==> src/rtl/oled_pwr_seq.sv <==
// Power-up / command-streaming / power-down sequencer for the PmodOLEDrgb.
// Owns the display rail, reset, VCC, DC and CS pins. It walks the power-on
// sequence, streams the init list from a synchronous ROM, forwards host
// bytes while READY, and runs the reverse sequence on request.
module oled_pwr_seq #(
  parameter int PWR_CYC = 2_000_000,
  parameter int RES_CYC = 300,
  parameter int VCC_CYC = 2_500_000,
  parameter int N_INIT  = 38,
  parameter int AW      = (N_INIT > 1) ? $clog2(N_INIT) : 1
) (
  input  logic          clk,
  input  logic          reset,
  input  logic          start,
  input  logic          stop,
  output logic          busy,
  output logic          init_done,
  input  logic          tx_valid,
  input  logic [7:0]    tx_data,
  input  logic          tx_dc,
  output logic          tx_ready,
  output logic [AW-1:0] rom_addr,
  input  logic [7:0]    rom_data,
  output logic          spi_start,
  output logic [7:0]    spi_din,
  input  logic          spi_ready,
  output logic          oled_dc,
  output logic          oled_cs_n,
  output logic          oled_res_n,
  output logic          oled_vccen,
  output logic          oled_pmoden
);

  typedef enum logic [3:0] {
    S_OFF, S_PWR_WAIT, S_RES_LO, S_RES_HI, S_FETCH, S_B_SETUP, S_B_START,
    S_B_WAIT, S_VCC_WAIT, S_ON_CMD, S_READY, S_OFF_CMD, S_OFF_WAIT
  } state_t;

  // Where the shared byte sub-sequence hands control back to.
  typedef enum logic [1:0] {
    RET_INIT, RET_ON, RET_HOST, RET_OFF
  } ret_t;

  // A wait of N cycles loads N-1 and exits when the counter reads zero.
  localparam logic [31:0]   PWR_LD   = 32'(PWR_CYC - 1);
  localparam logic [31:0]   RES_LD   = 32'(RES_CYC - 1);
  localparam logic [31:0]   VCC_LD   = 32'(VCC_CYC - 1);
  // FETCH spends one cycle presenting the address and one with data valid.
  localparam logic [31:0]   FETCH_LD = 32'd1;
  localparam logic [AW-1:0] LAST_IDX = AW'(N_INIT - 1);
  localparam logic [7:0]    CMD_ON   = 8'hAF;
  localparam logic [7:0]    CMD_OFF  = 8'hAE;

  state_t        state_q, state_d;
  ret_t          ret_q, ret_d;
  logic [31:0]   cnt_q, cnt_d;
  logic [AW-1:0] idx_q, idx_d;
  logic [AW-1:0] rom_addr_q, rom_addr_d;
  logic [7:0]    din_q, din_d;
  logic          spi_start_q, spi_start_d;
  logic          dc_q, dc_d;
  logic          cs_n_q, cs_n_d;
  logic          res_n_q, res_n_d;
  logic          vccen_q, vccen_d;
  logic          pmoden_q, pmoden_d;
  logic          busy_q, busy_d;
  logic          init_done_q, init_done_d;

  // Next-state and registered-output logic for the whole sequencer.
  always_comb begin
    state_d     = state_q;
    ret_d       = ret_q;
    cnt_d       = cnt_q;
    idx_d       = idx_q;
    rom_addr_d  = rom_addr_q;
    din_d       = din_q;
    spi_start_d = 1'b0;
    dc_d        = dc_q;
    cs_n_d      = cs_n_q;
    res_n_d     = res_n_q;
    vccen_d     = vccen_q;
    pmoden_d    = pmoden_q;

    case (state_q)
      S_OFF: begin
        if (start) begin
          state_d  = S_PWR_WAIT;
          pmoden_d = 1'b1;
          cnt_d    = PWR_LD;
        end
      end
      S_PWR_WAIT: begin
        if (cnt_q == '0) begin
          state_d = S_RES_LO;
          res_n_d = 1'b0;
          cnt_d   = RES_LD;
        end else begin
          cnt_d = cnt_q - 32'd1;
        end
      end
      S_RES_LO: begin
        if (cnt_q == '0) begin
          state_d = S_RES_HI;
          res_n_d = 1'b1;
          cnt_d   = RES_LD;
        end else begin
          cnt_d = cnt_q - 32'd1;
        end
      end
      S_RES_HI: begin
        if (cnt_q == '0) begin
          state_d    = S_FETCH;
          idx_d      = '0;
          rom_addr_d = '0;
          cnt_d      = FETCH_LD;
        end else begin
          cnt_d = cnt_q - 32'd1;
        end
      end
      S_FETCH: begin
        if (cnt_q == '0) begin
          state_d = S_B_SETUP;
          din_d   = rom_data;
          dc_d    = 1'b0;
          cs_n_d  = 1'b0;
          ret_d   = RET_INIT;
        end else begin
          cnt_d = cnt_q - 32'd1;
        end
      end
      S_B_SETUP: begin
        state_d = S_B_START;
      end
      S_B_START: begin
        if (spi_ready) begin
          state_d     = S_B_WAIT;
          spi_start_d = 1'b1;
        end
      end
      S_B_WAIT: begin
        // spi_start_q marks the first cycle, where the engine may still
        // report idle because it has not yet seen the pulse.
        if (!spi_start_q && spi_ready) begin
          cs_n_d = 1'b1;
          case (ret_q)
            RET_INIT: begin
              if (idx_q == LAST_IDX) begin
                state_d = S_VCC_WAIT;
                vccen_d = 1'b1;
                cnt_d   = VCC_LD;
              end else begin
                state_d    = S_FETCH;
                idx_d      = idx_q + AW'(1);
                rom_addr_d = idx_q + AW'(1);
                cnt_d      = FETCH_LD;
              end
            end
            RET_ON, RET_HOST: begin
              state_d = S_READY;
            end
            default: begin
              state_d = S_OFF_WAIT;
              vccen_d = 1'b0;
              cnt_d   = VCC_LD;
            end
          endcase
        end
      end
      S_VCC_WAIT: begin
        if (cnt_q == '0) begin
          state_d = S_ON_CMD;
        end else begin
          cnt_d = cnt_q - 32'd1;
        end
      end
      S_ON_CMD: begin
        state_d = S_B_SETUP;
        din_d   = CMD_ON;
        dc_d    = 1'b0;
        cs_n_d  = 1'b0;
        ret_d   = RET_ON;
      end
      S_READY: begin
        // stop has priority: a host byte offered in the same cycle is dropped.
        if (stop) begin
          state_d = S_OFF_CMD;
        end else if (tx_valid) begin
          state_d = S_B_SETUP;
          din_d   = tx_data;
          dc_d    = tx_dc;
          cs_n_d  = 1'b0;
          ret_d   = RET_HOST;
        end
      end
      S_OFF_CMD: begin
        state_d = S_B_SETUP;
        din_d   = CMD_OFF;
        dc_d    = 1'b0;
        cs_n_d  = 1'b0;
        ret_d   = RET_OFF;
      end
      S_OFF_WAIT: begin
        if (cnt_q == '0) begin
          state_d  = S_OFF;
          pmoden_d = 1'b0;
        end else begin
          cnt_d = cnt_q - 32'd1;
        end
      end
      default: begin
        state_d = S_OFF;
      end
    endcase

    busy_d      = (state_d != S_OFF) && (state_d != S_READY);
    init_done_d = (state_d == S_READY);
  end

  // State and output registers; reset abandons any byte in flight.
  always_ff @(posedge clk) begin
    if (reset) begin
      state_q     <= S_OFF;
      ret_q       <= RET_INIT;
      cnt_q       <= '0;
      idx_q       <= '0;
      rom_addr_q  <= '0;
      din_q       <= '0;
      spi_start_q <= 1'b0;
      dc_q        <= 1'b0;
      cs_n_q      <= 1'b1;
      res_n_q     <= 1'b1;
      vccen_q     <= 1'b0;
      pmoden_q    <= 1'b0;
      busy_q      <= 1'b0;
      init_done_q <= 1'b0;
    end else begin
      state_q     <= state_d;
      ret_q       <= ret_d;
      cnt_q       <= cnt_d;
      idx_q       <= idx_d;
      rom_addr_q  <= rom_addr_d;
      din_q       <= din_d;
      spi_start_q <= spi_start_d;
      dc_q        <= dc_d;
      cs_n_q      <= cs_n_d;
      res_n_q     <= res_n_d;
      vccen_q     <= vccen_d;
      pmoden_q    <= pmoden_d;
      busy_q      <= busy_d;
      init_done_q <= init_done_d;
    end
  end

  assign tx_ready    = (state_q == S_READY) & ~stop;
  assign busy        = busy_q;
  assign init_done   = init_done_q;
  assign rom_addr    = rom_addr_q;
  assign spi_start   = spi_start_q;
  assign spi_din     = din_q;
  assign oled_dc     = dc_q;
  assign oled_cs_n   = cs_n_q;
  assign oled_res_n  = res_n_q;
  assign oled_vccen  = vccen_q;
  assign oled_pmoden = pmoden_q;

endmodule

==> config.mk <==
export PLATFORM = sky130hd
export DESIGN_NAME = oled_pwr_seq
export DESIGN_NICKNAME = d
export VERILOG_FILES = /design/src/rtl/oled_pwr_seq.sv
export SDC_FILE = /design/constraint.sdc
export NUM_CORES = 1
export LEC_CHECK = 0
export CAP_MARGIN = 0
export CORE_ASPECT_RATIO = 0.9
export CORE_MARGIN = 2
export CORE_UTILIZATION = 56
export DETAILED_ROUTE_END_ITERATION = 6
export PLACE_DENSITY_LB_ADDON = 0.3
export SYNTH_ARGS = -nofsm -noshare
export SYNTH_HDL_FRONTEND = slang
export SYNTH_SLANG_ARGS = --single-unit
export TNS_END_PERCENT = 50
==> constraint.sdc <==
create_clock -name clk -period 3.46 [get_ports clk]
set_input_delay 1.038 -clock clk [delete_from_list [all_inputs] [get_ports clk]]
set_output_delay 1.038 -clock clk [all_outputs]
set_load 0.1 [all_outputs]
## Word-level counts from Yosys, hierarchy flattened

Index checks and enable logic that the tools add are counted.

- Equality and inequality tests: 31
- Reductions and logical operators: 27
- Muxes and demuxes: 50
- Add/subtract/negate cells: 2
- Bitwise gates (word level): 4

Operator list:

| operator | number |
|---|---|
| $mux W32 | 5 |
| $pmux W32 S5 | 1 |
| $pmux W32 S2 | 1 |
| $mux W4 | 12 |
| $pmux W4 S12 | 1 |
| $logic_not A32 Y1 | 1 |
| $pmux W8 S4 | 1 |
| $sub A32 B1 Y32 const B | 1 |
| $ne A2 B2 Y1 const B | 14 |
| $eq A4 B4 Y1 const B | 6 |
| $mux W6 | 4 |
| $mux W8 | 3 |
| $mux W22 | 1 |
| $eq A4 B3 Y1 const B | 4 |
| $reduce_and A5 Y1 | 3 |
| $pmux W6 S2 | 1 |
| $reduce_and A4 Y1 | 3 |
| $reduce_bool A4 Y1 | 3 |
| $mux W1 | 10 |
| $eq A4 B2 Y1 const B | 2 |
| $pmux W2 S4 | 1 |
| $pmux W4 S2 | 1 |
| $reduce_or A2 Y1 | 4 |
| $add A6 B1 Y6 const B | 1 |
| other kinds (20) | 30 |

- Bits of input ports: 23
- Bits in registers: 60
- Output and inout bits: 23

## Logic depth before layout (Yosys ltp)

Gate-level depths: netlist of the first run.

- Word-level depth: 7
- Gate-level depth with buffers: 10
- Mapped depth without buffers: 8

## Least setup slack after synthesis of the first run

No wires, ideal clock.

- Path type: input to output
- Start point: input port stop
- End point: output port tx_ready
- Data arrival time: 3.101 ns
- Slack: -0.679 ns
- Data required time: 2.422 ns
- Stages: 1
- Path through: nor3_1

- Word-level cells in the longest chain between the ends: 2

Ends and longest elaborated chain:

| element | RTL line | RTL |
|---|---|---|
| from (decl) | 15 | `input logic stop,` |
| $not A1 Y1 | 254 | `assign tx_ready = (state_q == S_READY) & ~stop;` |
| $and A1 B1 Y1 | 254 |  |
| to (decl) | 21 | `output logic tx_ready,` |

No other way between the ends.

## Worst setup path after layout of the first run

- Start point: input port spi_ready
- End point: register cnt_q[26]

- Word-level cells in the longest chain between the ends: 3

Ends and longest elaborated chain:

| element | RTL line | RTL |
|---|---|---|
| from (decl) | 26 | `input logic spi_ready,` |
| $logic_and A1 B1 Y1 | 143 | `if (!spi_start_q && spi_ready) begin` |
| $ne A2 B2 Y1 (no source line) | - |  |
| $reduce_and A5 Y1 (no source line) | - |  |
| to (signal assigned) | 239 | `cnt_q <= cnt_d;` |
| to (decl) | 56 | `logic [31:0] cnt_q, cnt_d;` |

No other way between the ends.
A chain may end at the register's enable or synchronous reset.

==> results of run 1 <==
[cells in the final DEF, fill, tap and decap left out, types with 4 or more instances in the layout]
cell,instances
ha_1,6
dfxtp_1,60
clkbuf_8,13
nor4b_1,6
nand3_1,17
nor2b_1,9
or3_2,5
or3_1,8
nor4_1,12
a31oi_1,11
xnor2_1,14
buf_4,42
xor2_1,5
nand2_1,25
o31ai_1,4
nand2b_1,4
nor2_1,54
and3_1,8
o221ai_1,5
o21ai_0,22
nor3_1,30
inv_1,13
a21oi_1,32
clkdlybuf4s50_1,22
a211oi_1,7
[routing by layer]
metal / vias to the layer above / routed length (um)
met5: - / 0
met4: 0 / 77
met3: 9 / 816
met2: 164 / 4590
met1: 1770 / 4630
li1: 1791 / -
[power groups by stage]
stage | logic, mW | registers, mW | clock network [mW]
CTS | 0.409 | 0.754 | 0.679
floorplan | 0.258 | 0.793 | 0
finish | 0.419 | 0.755 | 0.666
global route | 0.452 | 0.758 | 0.703
detailed placement | 0.405 | 0.769 | 0
global placement | 0.396 | 0.767 | 0
[worst min path at each step]
stage | start | end | slack [ns]
2_1_floorplan | ret_q[1]$_SDFFE_PP0P_ | ret_q[1]$_SDFFE_PP0P_ | 0.45
3_3_place_gp | spi_din[2]$_SDFFE_PP0P_ | spi_din[2]$_SDFFE_PP0P_ | 0.44
3_5_place_dp | spi_din[0]$_SDFFE_PP0P_ | spi_din[0]$_SDFFE_PP0P_ | 0.45
4_1_cts | spi_din[5]$_SDFFE_PP0P_ | spi_din[5]$_SDFFE_PP0P_ | 0.46
5_1_grt | spi_din[1]$_SDFFE_PP0P_ | spi_din[1]$_SDFFE_PP0P_ | 0.48
6_report | spi_din[5]$_SDFFE_PP0P_ | spi_din[5]$_SDFFE_PP0P_ | 0.46
[kinds of logic after synthesis]
| logic type | count (synthesis) | synth area share [%] |
|---|---|---|
| buffers and inverters | 39 | 4.64 |
| AOI/OAI and AO/OA | 118 | 21.6 |
| adders and majority gates | 6 | 2.11 |
| DFF | 60 | 33.7 |
| xor gates and xnor gates | 19 | 4.67 |
| muxes | 1 | 0.281 |
| and+or+nand+nor | 210 | 33.0 |
[stage by stage]
step                instance area (um^2)  setup WS [ns]  util (%)  hold slack (ns)
floorplan                           3570          0.191         -            0.449
global placement                    4130         -0.130      67.2            0.442
detailed placement                  4130         -0.169      67.2            0.447
CTS                                 4340          0.200      70.6            0.464
global route                        4340         0.0693      70.6            0.478
finish                              4340          0.202      70.6            0.459
[worst max-delay path, stage by stage]
cell and delay, ns:
clkdlybuf4s50_1 0.48, or3b_2 0.47, nor2b_1 0.17, or4b_2 0.75, nor4b_1 0.38, xnor2_1 0.16
nor2_1 0.05
[sequential cells by signal, indices dropped and copies added, names as in the netlist]
signal / flops
oled_res_n: 1
oled_dc: 1
spi_din: 8
busy: 1
cnt_q: 32
spi_start: 1
ret_q: 2
init_done: 1
rom_addr: 6
state_q: 4
oled_vccen: 1
oled_cs_n: 1
oled_pmoden: 1
[cell type report]
cell class / instances / area (um^2)
clock buffers: 13 / 179
inverters: 13 / 48.8
multi-input cells: 354 / 2200
well taps: 87 / 109
flip-flops and latches: 60 / 1200
fillers: 527 / 1810
clock inverters: 1 / 30.0
repair buffers: 66 / 576
==> results by group, run 1 <==
Synthesis
  • Count leader, synth: dfxtp_1
  • Synth top area share: between 30% and 40%
  • Syn. warnings: 0
  • Synth Flop Type: dfxtp_1
  • Synth async-reset ratio: 0%
  • Largest cells by area after synthesis: dfxtp_1 34%, nor2_1 5.7%, a21oi_1 4.5%, nor3_1 4.4%, xnor2_1 3.4%
  • Net count after synthesis: 482
  • Synth top cells by count: 60 x dfxtp_1, 54 x nor2_1, 32 x a21oi_1
  • Sequential area share after synthesis: between 30 and 40%
  • Top cell type by total area after synthesis: dfxtp_1
  • Mapped Avg Cell Area: 7.86 um^2
  • Unique cell type count in the Yosys netlist: 62
  • #FFs+latches synth: 60
  • Post-Synthesis Cells: 453
  • Cell area after synthesis: between 3000 and 4000 um^2
  • Post-synth EDFFs: 0

Timing
  • Max Freq: 307 MHz
  • Fin crit share: about 94%
  • Clock skew: between 0.007 and 0.008 ns
  • Slew headroom: 55.6%
  • Worst-Margin Slew: between 0.6 and 0.7 ns
  • Final Max Slew Viols: 0
  • Final number of setup-violating endpoints: 0
  • Final Hold Vio Count: 0
  • Final worst path period need: 3.26 ns
  • Post-route setup TNS: 0 ns
  • RSZ-0062 raised after global routing: no

Routing
  • Drt pass-1 iters: 5
  • DR DRC count: 0
  • Routed via count: approximately 3700
  • Vias/cell: roughly 6.3
  • WL final: approximately 10000 um
  • Initial drt markers: ~360
  • ANT nets after route: 0
  • DR WL/cell: 17.0 um

Worst setup path
  • Reg2reg path depth: 7
  • Peak fanout along the critical path: 7
  • Launch point of the worst reg-to-reg path: cnt_q[8]$_SDFFE_PP0P_
  • R2R Setup Slk: 0.58 ns
  • CP endpoint: cnt_q[26]$_SDFFE_PP0P_
  • FF-to-FF End: cnt_q[8]$_SDFFE_PP0P_
  • Crit end category: register
  • Worst EP required: ~3.7 ns
  • Launch point of the critical path: spi_ready
  • Arrival @ worst endpoint: ~3.5 ns
  • Worst setup path class: in2reg
  • Startpoint Class: input port

Power
  • Lkg Pwr: 1.61 nW
  • Power Internal: about 1.3 mW
  • PD cells: between 400 and 500 nW/um^2
  • Pwr Total: roughly 1.8 mW
  • P_sw: about 550 uW
  • Reg power frac: between 40 and 50%
  • Peak VDD IR: between 0.3 and 0.4 mV
  • Clock Power Share: a little over a third
  • Comb power frac: 22.8%
  • Switching Fraction: 30.1%

Cells and area
  • N_diodes: 0
  • Non-Filler Instances: 594
  • NumNets Final: between 500 and 600
  • Layout overhead on the synthesized area: 22.0%
  • Share of cells above drive strength 1: about 15%

Clock network
  • H-tree depth: 3
  • Max Root-Sink Buffers: 2
  • CTS sink count: 60
  • Hold-fix buffers at CTS: 0
  • Clock latency on the worst-skew pair: about 0.34 ns
  • Reg clk slew, reported paths: 0.07 ns
  • Setup bufs post-CTS: 0
  • CTS Buf Count: 9
  • CTS tree: done
  • Post-CTS resize count: 0
  • Root buffer cell: clkbuf_8

Global route
  • Vias in the first global route: 3400
  • Initial antenna violation count: 0
  • Grt total ovfl: 0
  • GR Layer Usage met2: a little under half
  • First-pass GRT wire length: between 15000 and 20000 um
  • Global Route met3 Usage: 8.69%
  • Met1 Track Usage GR: 42.8%
  • Largest net degree at the start of global routing: just over 40
  • Most used routing layer: met2
  • Total global-route track usage: between 30% and 40%

Run
  • Max_cap viols: 0

Hold path
  • Hold path cells: 2
  • Worst hold path class: reg2reg

Floorplanning
  • Core Footprint: 6150 um^2
  • Die width: between 80 and 90 um
  • Cell Rows: 27
  • Die area: between 7000 and 8000 um^2
  • Initial Utilization: slightly below 60%
  • Die H: roughly 80 um
  • I/O pin total: 46

Placement
  • Gpl congestion: about 0.99
  • PortBufs: 45
  • Placed Cells: 580
  • Hpwl dp: between 7000 and 8000 um

Status
  • Status: complete, no violations
(Power assumes the default switching activity.)
==> inputs of run 2 (changes only) <==
CORE_UTILIZATION = 28   (was 56)
CTS_CLUSTER_DIAMETER = 60   (was unset)
==> run 2 against run 1 <==
Effect of this change: largest power group is now the clock network; non-clock buffer count rose by 6; final cell count up 14%; die area up 94%; clock skew decreased by 0.0016 ns.
==> results by group, run 2 (synthesis results as in run 1) <==
Status
  • Status: complete, no violations

Cells and area
  • NumNets Final: ~540
  • Share of cells above drive strength 1: between 15 and 20%
  • N_diodes: 0
  • Biggest register: cnt_q
  • Max reg flops: 32
  • Layout overhead on the synthesized area: 27.0%
  • Most common cell after layout, fill and taps aside: dfxtp_1
  • Final core occ: between 30 and 40%
  • Commonest non-fill, non-tap cells in the layout: 60 x dfxtp_1, 54 x nor2_1, 49 x buf_4

Timing
  • Final worst path period need: ~3.3 ns
  • Max Freq: 300 MHz
  • Worst-Margin Slew: around 0.84 ns
  • Clock skew: between 0.006 and 0.007 ns
  • RSZ-0062 raised after global routing: no
  • Fin crit share: around 96%
  • Final Hold Vio Count: 0
  • Slew headroom: between 40% and 50%
  • Final WS setup: 0.129 ns
  • Post-route setup TNS: 0 ns
  • Final number of setup-violating endpoints: 0
  • Final Max Slew Viols: 0

Clock network
  • CTS sink count: 60
  • CTS tree: done
  • Clock latency on the worst-skew pair: between 0.3 and 0.4 ns
  • Root buffer cell: clkbuf_16
  • Setup bufs post-CTS: 0
  • Hold-fix buffers at CTS: 0
  • CTS Buf Count: 9
  • Post-CTS resize count: 0
  • Max Root-Sink Buffers: 2
  • Reg clk slew, reported paths: about 0.05 ns
  • H-tree depth: 3

Worst setup path
  • CP Cell Sequence: clkdlybuf4s50_1 > or3b_2 > nor2b_1 > or4b_2 > nor4b_1 > xnor2_1 > nor2_1
  • Slowest CP cell: or4b_2
  • Launch point of the worst reg-to-reg path: cnt_q[0]$_SDFFE_PP0P_
  • FF-to-FF End: cnt_q[22]$_SDFFE_PP0P_
  • Peak fanout along the critical path: 7
  • Reg2reg path depth: 9
  • R2R Setup Slk: roughly 0.46 ns
  • Startpoint Class: input port
  • Worst EP required: 3.68 ns
  • Crit end category: register
  • Worst setup path class: in2reg
  • Launch point of the critical path: spi_ready
  • Arrival @ worst endpoint: roughly 3.6 ns
  • Biggest cell delay along the critical path: approximately 0.76 ns

Hold path
  • Worst min-delay path endpoint: spi_din[1]$_SDFFE_PP0P_
  • HP Start: spi_din[1]$_SDFFE_PP0P_
  • Hold path cells: 2
  • Worst hold path class: reg2reg

Power
  • PD cells: 442 nW/um^2
  • Pwr Total: around 2.0 mW
  • Peak VDD IR: between 0.2 and 0.25 mV
  • Lkg Pwr: ~1.7 nW

Global route
  • Total global-route track usage: between 10% and 20%
  • Grt total ovfl: 0
  • Largest net degree at the start of global routing: 27
  • Vias in the first global route: 3490
  • Initial antenna violation count: 0
  • First-pass GRT wire length: about 18000 um

Floorplanning
  • Die H: ~110 um
  • I/O pin total: between 40 and 50
  • Initial Utilization: between 20% and 30%
  • Die width: around 120 um
  • Die area: roughly 14000 um^2
  • Cell Rows: 39
  • Core Footprint: approximately 13000 um^2

Routing
  • Vias/cell: roughly 5.4
  • Routed via count: around 3700
  • Initial drt markers: about 300
  • WL final: 10800 um
  • DR WL/cell: approximately 16 um
  • DR DRC count: 0
  • ANT nets after route: 0
  • Drt pass-1 iters: 5

Placement
  • Gpl congestion: 0.899
  • Hpwl dp: between 7000 and 8000 um
  • PortBufs: 45
  • Worst slack, placed: -0.221 ns

Run
  • Max_cap viols: 0
-- run 2: cell count changes in the layout (fill, tap and decap cells not counted) --
cell             delta
buf_2               +1
buf_4               +7
clkbuf_1            +4
bufinv_16           -1
clkbuf_8           -12
clkbuf_16           +9
clkdlybuf4s50_1     -1
buf_12              -1
clkinv_2            +2
-- run 2: cell type report --
class                      count  area [um^2]
sequential                    60         1200
multi-input combinational    354         2200
clock inverter                 2         10.0
fill                        1274         8020
tap                          164          205
inverter                      13         48.8
timing repair buffer          72          603
clock buffer                  14          254
-- run 2: how the worst max path moves through the flow --
stage | end | slack (ns) | depth (start not counted)
detailed placement | cnt_q[26]$_SDFFE_PP0P_ | -0.22 | 7
CTS | cnt_q[26]$_SDFFE_PP0P_ | 0.12 | 7
global placement | cnt_q[26]$_SDFFE_PP0P_ | -0.19 | 7
floorplan | tx_ready | 0.19 | 4
global route | cnt_q[26]$_SDFFE_PP0P_ | 0.005 | 7
finish | cnt_q[26]$_SDFFE_PP0P_ | 0.13 | 7
-- run 2: routing by layer --
| layer | vias up | GRT usage [%] | wire length, um |
|---|---|---|---|
| met5 | - | 0 | 0 |
| met1 | 1756 | 23.7 | 5290 |
| met2 | 108 | 25.0 | 4880 |
| li1 | 1805 | - | - |
| met3 | 9 | 3.24 | 549 |
| met4 | 0 | 4.06 | 114 |
-- run 2: power by group --
group / internal, mW / leakage, nW / switching (mW)
Sequential: 0.723 / 0.488 / 0.0375
Clock: 0.502 / 0.131 / 0.317
Combinational: 0.167 / 1.04 / 0.253
Total: 1.39 / 1.66 / 0.607
-- run 2: critical path: cells and delay by family --
kind / cells / cell delay [ns]
simple gates: 5 / 1.86
buf+inv: 1 / 0.47
xor+xnor: 1 / 0.18
-- run 2: stage by stage --
stage	area [um^2]	std cells	hold WS (ns)
floorplan	3570	453	0.449
global route	4520	679	0.472
CTS	4520	679	0.458
detailed placement	4260	663	0.451
global placement	4260	663	0.447
finish	4520	679	0.454
